--- src/rtl/multicycle_control.sv ---
// Multi-cycle control FSM for the 8-bit datapath: fetch/decode/execute/memory/writeback
// sequencing with a bounded memory-ready wait, a sticky timeout flag and a retire counter.
module multicycle_control #(
  parameter int MEM_TIMEOUT = 15,
  parameter int CNT_W       = 8
) (
  input  logic             clk,
  input  logic             reset,
  input  logic [2:0]       opcode,
  input  logic             zero,
  input  logic             mem_ready,
  output logic             PCWrite,
  output logic             pc_src,
  output logic             IRWrite,
  output logic             RegWrite,
  output logic             ALUSrc,
  output logic [1:0]       ALUOp,
  output logic             MemRead,
  output logic             MemWrite,
  output logic             MemtoReg,
  output logic             halted,
  output logic             mem_error,
  output logic [2:0]       state,
  output logic [CNT_W-1:0] retired
);

  typedef enum logic [2:0] {
    S_FETCH  = 3'd0,
    S_DECODE = 3'd1,
    S_EXEC   = 3'd2,
    S_MEM    = 3'd3,
    S_WB     = 3'd4,
    S_HALT   = 3'd5
  } state_t;

  typedef enum logic [2:0] {
    OP_ADD  = 3'b000,
    OP_SUB  = 3'b001,
    OP_ADDI = 3'b010,
    OP_LW   = 3'b011,
    OP_SW   = 3'b100,
    OP_BEQ  = 3'b101,
    OP_NOP  = 3'b110,
    OP_HALT = 3'b111
  } op_t;

  localparam logic [1:0] ALU_ADD = 2'b00;
  localparam logic [1:0] ALU_SUB = 2'b01;

  // Extra headroom bit so the counter can hold MEM_TIMEOUT even when it is a power of two minus one.
  localparam int              WAIT_W     = $clog2(MEM_TIMEOUT + 2);
  localparam logic [WAIT_W-1:0] WAIT_LIMIT = WAIT_W'(MEM_TIMEOUT);

  state_t             state_q, state_d;
  op_t                op_q, op_d;
  logic [WAIT_W-1:0]  wait_q, wait_d;
  logic [CNT_W-1:0]   retired_q;
  logic               mem_error_q;

  logic               retire;
  logic               timeout;
  logic               wait_expired;
  logic               waiting;

  logic               pc_write_c, pc_src_c, ir_write_c, reg_write_c, alu_src_c;
  logic [1:0]         alu_op_c;
  logic               mem_read_c, mem_write_c, mem_to_reg_c, halted_c;

  assign wait_expired = (wait_q == WAIT_LIMIT) && !mem_ready;
  assign waiting      = ((state_q == S_FETCH) || (state_q == S_MEM)) && !mem_ready;

  // NOTE: every signal written here gets a default first so no path leaves it unassigned,
  // which would otherwise infer a latch.
  always_comb begin
    state_d      = state_q;
    op_d         = op_q;
    retire       = 1'b0;
    timeout      = 1'b0;
    pc_write_c   = 1'b0;
    pc_src_c     = 1'b0;
    ir_write_c   = 1'b0;
    reg_write_c  = 1'b0;
    alu_src_c    = 1'b0;
    alu_op_c     = ALU_ADD;
    mem_read_c   = 1'b0;
    mem_write_c  = 1'b0;
    mem_to_reg_c = 1'b0;
    halted_c     = 1'b0;

    case (state_q)
      S_FETCH: begin
        mem_read_c = 1'b1;
        if (mem_ready) begin
          ir_write_c = 1'b1;
          pc_write_c = 1'b1;
          state_d    = S_DECODE;
        end else if (wait_expired) begin
          timeout = 1'b1;
          state_d = S_HALT;
        end
      end

      S_DECODE: begin
        op_d = op_t'(opcode);
        case (op_t'(opcode))
          OP_NOP: begin
            retire  = 1'b1;
            state_d = S_FETCH;
          end
          OP_HALT: begin
            retire  = 1'b1;
            state_d = S_HALT;
          end
          default: state_d = S_EXEC;
        endcase
      end

      S_EXEC: begin
        case (op_q)
          OP_ADD: begin
            state_d = S_WB;
          end
          OP_SUB: begin
            alu_op_c = ALU_SUB;
            state_d  = S_WB;
          end
          OP_ADDI: begin
            alu_src_c = 1'b1;
            state_d   = S_WB;
          end
          OP_LW, OP_SW: begin
            alu_src_c = 1'b1;
            state_d   = S_MEM;
          end
          OP_BEQ: begin
            alu_op_c = ALU_SUB;
            if (zero) begin
              pc_write_c = 1'b1;
              pc_src_c   = 1'b1;
            end
            retire  = 1'b1;
            state_d = S_FETCH;
          end
          default: state_d = S_FETCH;
        endcase
      end

      S_MEM: begin
        if (op_q == OP_SW) mem_write_c = 1'b1;
        else               mem_read_c  = 1'b1;
        if (mem_ready) begin
          if (op_q == OP_SW) begin
            retire  = 1'b1;
            state_d = S_FETCH;
          end else begin
            state_d = S_WB;
          end
        end else if (wait_expired) begin
          timeout = 1'b1;
          state_d = S_HALT;
        end
      end

      S_WB: begin
        reg_write_c  = 1'b1;
        mem_to_reg_c = (op_q == OP_LW);
        retire       = 1'b1;
        state_d      = S_FETCH;
      end

      S_HALT: begin
        halted_c = 1'b1;
      end

      // Codes 6 and 7 recover to FETCH with all strobes idle.
      default: state_d = S_FETCH;
    endcase
  end

  always_comb begin
    wait_d = wait_q;
    if (state_d != state_q) wait_d = '0;
    else if (waiting)       wait_d = wait_q + 1'b1;
  end

  // NOTE: sequential state uses non-blocking assignments so every register samples
  // pre-edge values regardless of statement order.
  always_ff @(posedge clk) begin
    if (reset) begin
      state_q     <= S_FETCH;
      op_q        <= OP_ADD;
      wait_q      <= '0;
      retired_q   <= '0;
      mem_error_q <= 1'b0;
    end else begin
      state_q   <= state_d;
      op_q      <= op_d;
      wait_q    <= wait_d;
      retired_q <= retired_q + CNT_W'(retire);
      if (timeout) mem_error_q <= 1'b1;
    end
  end

  // Strobes are idle for the whole time reset is held, whatever state is registered.
  assign PCWrite   = pc_write_c   & ~reset;
  assign pc_src    = pc_src_c     & ~reset;
  assign IRWrite   = ir_write_c   & ~reset;
  assign RegWrite  = reg_write_c  & ~reset;
  assign ALUSrc    = alu_src_c    & ~reset;
  assign ALUOp     = alu_op_c     & {2{~reset}};
  assign MemRead   = mem_read_c   & ~reset;
  assign MemWrite  = mem_write_c  & ~reset;
  assign MemtoReg  = mem_to_reg_c & ~reset;
  assign halted    = halted_c     & ~reset;

  assign mem_error = mem_error_q;
  assign state     = state_q;
  assign retired   = retired_q;

endmodule
--- config.mk ---
export PLATFORM = sky130hd
export DESIGN_NAME = multicycle_control
export DESIGN_NICKNAME = d
export VERILOG_FILES = /design/src/rtl/multicycle_control.sv
export SDC_FILE = /design/constraint.sdc
export NUM_CORES = 1
export LEC_CHECK = 0
export ABC_AREA = 1
export BUFFER_PORTS_ARGS = -buffer_cell sky130_fd_sc_hd__buf_2
export CORE_MARGIN = 3
export CORE_UTILIZATION = 45
export DETAILED_ROUTE_END_ITERATION = 10
export PLACE_DENSITY = 0.69
export SETUP_SLACK_MARGIN = 0.02
export SLEW_MARGIN = 15
export SYNTH_ARGS = -nofsm -noshare
export SYNTH_HDL_FRONTEND = slang
export SYNTH_SLANG_ARGS = --single-unit
export TNS_END_PERCENT = 30
--- constraint.sdc ---
create_clock -name clk -period 3.9 [get_ports clk]
set_input_delay 0.975 -clock clk [delete_from_list [all_inputs] [get_ports clk]]
set_output_delay 0.975 -clock clk [all_outputs]
set_load 0.05 [all_outputs]
==> metrics.yaml <==
status: "complete, no violations"
grt_overflow_total: 0
setup-tns-final_ps: 0
min_from: "mem_error$_SDFFE_PP0P_"
fmax_ghz: 0.363
hold_class: "register to register"
cp-start-kind: "input port"
fin_crit_ps: 2750
die_area_um2: 3180
fin_nets: 206
die-width_um: 56.4
clk_latency_ps: 300
io_buffers: 28
final_util_pct: 57.8
drt_pre_antenna_iters: 4
via_per_inst: 5.23
min_to: "mem_error$_SDFFE_PP0P_"
core_um2: 2320
finClkSkew_ps: 2.44
rsz0062_at_grt: "no"
synth_cell_types: 30
netlist_area_um2: 1140
end_kind: "output port"
hold_depth: 2
gr-usage-all-layers_pct: 16.8
clock_sinks: 20
grt_antenna_before_repair: 0
setup_viol: 0
cts_hold_repair.buffers: 0
vias: 1161
reg2reg_from: "state[1]$_SDFF_PP0_"
place_congestion: 0.905
period_share_pct: 70.6
clk_pin_slew_ps: 110
cts_tree: "done"
layout_common_cells: "nor2_1, buf_2, nand2_1, dfxtp_1, inv_1"
grt_max_degree: 24
drv_cap: 0
htreeDepth: 1
initial_utilization_pct: 49.3
root_buffer: "clkbuf_4"
r2r_end: "retired[6]$_SDFF_PP0_"
post_cts_resized: 0
whs_ps: 487
fp-row-count: 17
ys_seq_area_share_pct: 35.0
pwr_density_cell_nw_per_um2: 334
crit_required_ps: 2920
grt_pass1_vias: 1049
area_delta_synth_final_pct: 17.2
fp.dieH_um: 56.4
cp_max_fo: 6
p_leak_nw: 0.631
syn_inst: 165
reg2reg_slack_ps: 1770
drc: 0
drtIter0Drc: 26
grt_pass1_wl_um: 4300
r2r.worst_path.cells: 10
io_pins: 30
final_common_cell: "nor2_1"
drive_gt1_share_pct: 24.2
yosys_warnings: 0
synth.avg_cell_area_um2: 6.93
ys_seq_elements: 20
syn-num-nets: 176
path_class: "input port to output port"
wirelength_um: 2510
cts_setup_buffers: 0
wl_per_cell_um: 11.3
fillers: 240
ant_nets: 0
dp_hpwl_um: 1960
maxSlewViolCount: 0
n_antenna_cell: 0
vdd_ir_drop_max_v: 0.000228
hold_viol_final: 0
clockBufferDepth: 2
critical_path_arrival_ps: 1780
cts_inserted_buffers: 3
## flip-flops by register name (all words and copies together), names as in the netlist
signal,count
retired,8
wait_q,5
op_q,3
state,3
mem_error,1
## power by group
part	internal (W)	switching, W
Combinational	0.0000290	0.0000761
Clock	0.0000570	0.0000650
Sequential	0.000212	0.00000848
Total	0.000298	0.000149
## through the flow
| stage | setup slack (ps) | cells | area [um^2] | total power (W) |
|---|---|---|---|---|
| floorplan | 552 | 165 | 1140 | 0.000307 |
| global placement | 1180 | 218 | 1300 | 0.000327 |
| detailed placement | 1140 | 218 | 1300 | 0.000330 |
| CTS | 1140 | 222 | 1340 | 0.000452 |
| global route | 1090 | 222 | 1340 | 0.000476 |
| finish | 1150 | 222 | 1340 | 0.000447 |
## how the worst max path moves through the flow
stage / from / to / slack [ps]
floorplan: reset / ALUSrc / 550
global placement: mem_ready / PCWrite / 1180
detailed placement: mem_ready / PCWrite / 1140
CTS: mem_ready / PCWrite / 1140
global route: reset / ALUOp[0] / 1090
finish: mem_ready / PCWrite / 1150
## cell usage after synthesis
master      n  area share [%]
nand4_2     1             1.1
nor3b_1     2             1.3
inv_2       4             1.3
nor2_4      1            0.98
nand3_1    12             5.3
o2111ai_1   1            0.77
a21oi_1     8             3.5
buf_4       1            0.66
nand3_2     1            0.88
dfxtp_1    20              35
and3_1      1            0.55
inv_1      18             5.9
o21ai_0     3             1.3
a21oi_2     1            0.77
conb_1      1            0.33
xor2_1      2             1.5
o21ai_1     1            0.44
xnor2_1     2             1.5
ha_1        4             4.4
nand2_4     3             3.0
nor2_2      3             1.6
nand2_1    27             8.9
nand2_2     1            0.55
a211oi_1    2             1.3
nor2_1     29             9.5
clkbuf_1    2            0.66
a31oi_1     4             2.2
nor3_1      7             3.1
o21a_1      1            0.66
nand4_1     2             1.1
## final cells by class
type,count,area [um^2],share of cell area (%)
timing repair buffer,28,140,10.5
clock buffer,4,36.3,2.71
sequential,20,400,29.9
tap,28,35.0,2.61
multi-input combinational,120,646,48.2
inverter,22,82.6,6.16
## routing by layer
| metal | share of wire (%) | vias to the layer above | global-route usage, % |
|---|---|---|---|
| li1 | - | 602 | - |
| met1 | 47 | 514 | 21.0 |
| met2 | 44 | 38 | 27.2 |
| met3 | 7.4 | 7 | 4.14 |
| met4 | 1.4 | 0 | 7.12 |
| met5 | 0 | - | 0 |
## worst max-delay path, stage by stage
cell and delay [ps]:
buf_2 120, inv_1 180, nor2_1 70, a31oi_1 140, nor2_1 60, buf_2 220
## kinds of logic after synthesis
kind of cell,share of synthesized area [%]
buffers and inverters,8.53
DFF,35.0
AOI/OAI and AO/OA,10.9
xor gates and xnor gates,3.06
adders and majority gates,4.38
and+or+nand+nor,37.7
other,0.328
No activity file was read; power rests on OpenSTA's default activity.
